### src/rtl/updown_counter_mod.sv
// Parameterised up/down counter: wrap or saturate, load, clear,
// terminal-count pulse and sticky overflow flag.
// Ports: clk, reset (sync, active-high), enable, up_dn, load,
//   load_val[WIDTH], clear, ovf_clr -> count[WIDTH], tc, overflow.
module updown_counter_mod #(
  parameter int unsigned      WIDTH    = 4,
  parameter longint unsigned  MAX_VAL  = 15,
  parameter bit               SATURATE = 1'b0
) (
  input  logic             clk,
  input  logic             reset,
  input  logic             enable,
  input  logic             up_dn,
  input  logic             load,
  input  logic [WIDTH-1:0] load_val,
  input  logic             clear,
  input  logic             ovf_clr,
  output logic [WIDTH-1:0] count,
  output logic             tc,
  output logic             overflow
);

  localparam logic [WIDTH-1:0] MAXV = MAX_VAL[WIDTH-1:0];
  localparam logic [WIDTH-1:0] ONE  = WIDTH'(1);
  localparam logic [WIDTH-1:0] ZERO = '0;

  logic             at_lim;
  logic             lim_evt;
  logic [WIDTH-1:0] step;
  logic [WIDTH-1:0] clamped;

  // Boundary in the current direction; direction is never stored.
  always_comb begin
    at_lim = up_dn ? (count == MAXV) : (count == ZERO);
  end

  // Only an enabled step (not overridden by clear/load) is a limit event.
  always_comb begin
    lim_evt = enable & ~clear & ~load & at_lim;
  end

  always_comb begin
    step = count;
    if (up_dn) begin
      if (at_lim) step = SATURATE ? MAXV : ZERO;
      else        step = count + ONE;
    end else begin
      if (at_lim) step = SATURATE ? ZERO : MAXV;
      else        step = count - ONE;
    end
  end

  always_comb begin
    clamped = (load_val > MAXV) ? MAXV : load_val;
  end

  always_ff @(posedge clk) begin
    if (reset) begin
      count <= ZERO;
      tc    <= 1'b0;
    end else if (clear) begin
      count <= ZERO;
      tc    <= 1'b0;
    end else if (load) begin
      count <= clamped;
      tc    <= 1'b0;
    end else if (enable) begin
      count <= step;
      tc    <= at_lim;
    end else begin
      tc    <= 1'b0;
    end
  end

  // A new limit event beats a simultaneous clear request.
  always_ff @(posedge clk) begin
    if (reset)        overflow <= 1'b0;
    else if (lim_evt) overflow <= 1'b1;
    else if (ovf_clr) overflow <= 1'b0;
  end

endmodule

### config.mk
export PLATFORM = sky130hd
export DESIGN_NAME = updown_counter_mod
export DESIGN_NICKNAME = d
export VERILOG_FILES = /design/src/rtl/updown_counter_mod.sv
export SDC_FILE = /design/constraint.sdc
export NUM_CORES = 1
export LEC_CHECK = 0
export CORE_AREA = 2 2 39 41
export DETAILED_ROUTE_END_ITERATION = 8
export DIE_AREA = 0 0 41 43
export GPL_TIMING_DRIVEN = 0
export MAX_ROUTING_LAYER = met4
export PLACE_DENSITY = 0.74
export SLEW_MARGIN = 30
export SYNTH_ARGS = -nofsm -noshare
export SYNTH_HDL_FRONTEND = slang
export SYNTH_SLANG_ARGS = --single-unit
### constraint.sdc
create_clock -name clk -period 3.5 [get_ports clk]
set_input_delay 0.7 -clock clk [delete_from_list [all_inputs] [get_ports clk]]
set_output_delay 0.7 -clock clk [all_outputs]
set_load 0.1 [all_outputs]
Word level (Yosys, flattened, before mapping):

Cells that the tools add are included.

* bits in registers: 6
* logic and storage cells: 27

* equality and inequality tests: 1
* magnitude comparators: 1
* $add $sub $neg: 2
* bitwise logic cells: 6
* multiplexer cells: 9
* reduce and logical (&&, ||, !) cells: 5

Operators by type and width (number)
* 2-to-1 mux 4 bit: 6
* adder 4 x 1 -> 4 bit (second input constant): 1
* == test 4 bit (second input constant): 1
* greater-than comparator 4 bit (second input constant): 1
* logical NOT 4 bit: 1
* nonzero test 2 bit: 2
* OR reduction 4 bit: 1
* subtractor 4 x 1 -> 4 bit (second input constant): 1
* bitwise AND 1 bit: 3
* 2-to-1 mux 1 bit: 3
* inverter 1 bit: 3
* OR reduction 2 bit: 1

Longest topological paths before layout:

* depth in word-level cells: 6
* mapped depth: 6

Least setup slack after synthesis:

Ideal clock, no wire load.

* kind: register to register
* start: reg count[0]
* end: reg overflow
* data arrival time: 2.134 ns
* stages on the path, launching flop included: 6
* slack: 1.299 ns
* cell sequence: dfxtp_1 ha_1 and3_1 a21oi_1 or3b_1 a21oi_2

* longest elaborated chain between the ends: 4
* elaborated cells between the ends (all ways): 6

Ends and longest elaborated chain
* from (decl): line 18 `output logic [WIDTH-1:0] count,`
* from (signal assigned): line 65 `count <= clamped;`
* from (signal assigned): line 68 `count <= step;`
* == test 4 bit / logical NOT 4 bit (equally long branches): line 34 `at_lim = up_dn ? (count == MAXV) : (count == ZERO);`
* 2-to-1 mux 1 bit *: line 34
* bitwise AND 1 bit *: line 39 `lim_evt = enable & ~clear & ~load & at_lim;`
* 2-to-1 mux 1 bit / nonzero test 2 bit (equally long branches)
* to (signal assigned): line 77 `if (reset) overflow <= 1'b0;`
* to (signal assigned): line 78 `else if (lim_evt) overflow <= 1'b1;`
* to (signal assigned): line 79 `else if (ovf_clr) overflow <= 1'b0;`
* to (decl): line 20 `output logic overflow`

Mark *: on every way between the ends. The rest lies on a longest branch, timed or not.
A chain may end at the register's enable or synchronous reset.

Worst setup path after layout:

* start: reg count[3]
* end: out count[3]

No word-level cell between the ends.

==> qor.csv <==
stage,metric,value,unit
routing,drcViolationCount,0,
min_path,min_to,overflow$_SDFFE_PP0P_,
placement,dp_cells,85,
synth,yosys.cell_types.count,29,
timing,tns,0,ps
worst_setup_path,crit_family,buffers and inverters,
timing,min_period,2650,ps
run,maxCapViolCount,0,
run_status,status,finished clean,
timing,grt_setup_unrepaired,no,
routing,routed_wirelength,1060,µm
routing,ant_nets,0,
clock_tree,cts_tree,built,
timing,slew_headroom,35.2,%
cells_and_area,drive_gt1_share,9.72,%
worst_setup_path,path_cells,clkdlybuf4s50_1,
synth,synth.area.top_cells,"dfxtp_1 27%, a31oi_1 5.7%, ha_1 5.7%",
grt,grt_use_total,14.9,%
power_and_ir_drop,leakage,0.260,nW
cells_and_area,fin_cells,88,
cells_and_area,regArea,120,µm²
clock_tree,numCtsBuffers,3,
timing,skew,2.51,ps
worst_setup_path,end_kind,output pin,
synth,syn_area,440,µm²
synth,synth.most_common_cell,dfxtp_1,
min_path,holdPathStages,2,
synth,syn_nets,67,
synth,ys_ff_latch,6,
timing,finalCritPeriodShare,75.7,%
synth,synth_cells,54,
clock_tree,cts-root-buf,clkbuf_4,
routing,drt_iter0_drc,7,
synth,syn_avg_cell_area,8.16,µm²
grt,grt_max_degree,11,
die,start_util,31.8,%
routing,firstDrtPassIters,4,
cells_and_area,nets,87,
worst_setup_path,max_stage_delay,1200,ps
cells_and_area,multiInputGateArea,289,µm²
worst_setup_path,cp_max_fo,9,
worst_setup_path,critPathBufInv,1,
power_and_ir_drop,power_density,327,nW/µm²
clock_tree,h-tree-depth,1,
worst_setup_path,r2r_cells,5,
power_and_ir_drop,vdd_drop_max,187,µV
synth,yosys-top-cells-count,"6 x dfxtp_1, 4 x a31oi_1, 4 x inv_1, 4 x nand2_1, 4 x nand2b_1",
die,num_rows,14,
routing,num_vias,469,
die,die_x,41,µm
clock_tree,clk_pin_slew_worst_paths,40,ps
worst_setup_path,path_class,reg -> out,
worst_setup_path,r2r_slack,1920,ps
worst_setup_path,crit_slowest_cell,clkdlybuf4s50_1,
worst_setup_path,r2r-end,overflow$_SDFFE_PP0P_,
placement,gp_congestion,0.799,
worst_setup_path,startpoint,count[3]$_SDFFE_PP0P_,
worst_setup_path,crit_required,2800,ps
clock_tree,clockBufferDepth,2,
die,io_pins,17,
die,die-area,1760,µm²
placement,dpl.hpwl,825,µm
synth,synth.largest_area_cell,dfxtp_1,
timing,fmax,378,MHz
grt,antenna_found_initial,0,
worst_setup_path,worstPathArrival,1950,ps
placement,port-buffer-count,15,
worst_setup_path,worstReg2RegStart,count[0]$_SDFFE_PP0P_,
worst_setup_path,cp.depth,1,
timing,max_slew.worst_pin.slew,969,ps
die,core_area,1380,µm²
synth,ys_seq_area_share,27.3,%
cells_and_area,areaGrowthSynthToFinish,43.8,%
grt,grt_pass1_wl,1750,µm
clock_tree,cts_hold_buf,0,
die,die_h,43,µm
timing,finalHoldViolations,0,
clock_tree,cts_setup_buffers,0,
clock_tree,cts_resized,0,
timing,slew_violations,0,
synth,yosysTopAreaCellShare,27.3,%
cells_and_area,fillCellCount,149,
min_path,hold_path_class,reg -> reg,
grt,grt_pass1_vias,437,
min_path,hp-start,overflow$_SDFFE_PP0P_,
timing,setup_viol,0,
synth,synth_enable_flop_cells,0,
routing,viasPerCell,5.33,
clock_tree,clk_latency,250,ps
worst_setup_path,cp-start-kind,flip-flop,
synth,synth_flop_cell,dfxtp_1,
routing,avgRoutedWirePerCell,12.0,µm
cells_and_area,n_antenna_cell,0,
grt,gr-total-overflow,0,
synth,async_flop_share,0,%
synth,ys_warn_count,0,
clock_tree,cts_sinks,6,
==> final cells by class <==
cell class	instances	share of cell area, %
timing repair buffer	15	23.7
inverter	4	2.37
tap	16	3.16
buffer	2	2.57
sequential	6	19.0
clock buffer	3	3.56
multi-input combinational	42	45.7
==> where the power goes <==
| group | total (mW) | leakage (nW) | internal [mW] | switching (mW) |
|---|---|---|---|---|
| Combinational | 0.0665 | 0.198 | 0.0277 | 0.0389 |
| Clock | 0.0641 | 0.0138 | 0.0388 | 0.0253 |
| Sequential | 0.0764 | 0.0490 | 0.0715 | 0.00492 |
| Total | 0.207 | 0.260 | 0.138 | 0.0691 |
==> flip-flops by register name, indices dropped and copies added, names as in the netlist <==
| name | flops |
|---|---|
| overflow | 1 |
| tc | 1 |
| count | 4 |
==> through the flow <==
step	cell area [µm²]	utilization [%]	setup WS (ps)	hold slack (ps)	power, mW
5_1_grt	633	45.8	796	540	0.217
3_3_place_gp	611	44.1	1140	477	0.143
3_5_place_dp	611	44.1	1130	497	0.144
4_1_cts	633	45.8	858	503	0.211
2_1_floorplan	440	-	1300	762	0.122
6_report	633	45.8	852	493	0.207
==> worst min-delay path, cell delays in order, from the launching register on <==
cell and delay [ps]:
dfxtp_1 300, nand2b_1 90, a21oi_2 50
==> cell usage in the layout (no fill, tap or decap), types with 2 or more instances in the layout <==
master,netlist,final
clkdlybuf4s50_1,0,15
dfxtp_1,6,6
inv_1,4,4
nand2b_1,4,4
a31oi_1,4,4
nand2_1,4,4
nor2_1,3,3
o21ai_0,3,3
a21oi_1,3,3
clkbuf_4,0,3
nor2b_1,2,2
ha_1,2,2
==> per-layer routing <==
| metal | wire length [µm] | GRT usage [%] |
|---|---|---|
| met3 | 106 | 4.71 |
| met2 | 461 | 20.3 |
| met4 | 19 | 8.00 |
| met5 | 0 | - |
| met1 | 469 | 19.1 |
==> how the worst max path moves through the flow <==
stage,end,slack [ps]
global route,count[0],800
CTS,count[3],860
detailed placement,count[3],1130
global placement,count[3],1140
floorplan,overflow$_SDFFE_PP0P_,1300
finish,count[3],850
==> kinds of logic after synthesis <==
group | count (synthesis) | share of synthesized area, %
AOI/OAI and AO/OA | 21 | 34.1
xor gates and xnor gates | 1 | 1.99
adders and majority gates | 2 | 5.68
buffers and inverters | 6 | 7.10
DFF | 6 | 27.3
and+or+nand+nor | 18 | 23.9
Power figures use the tool's default switching activity.
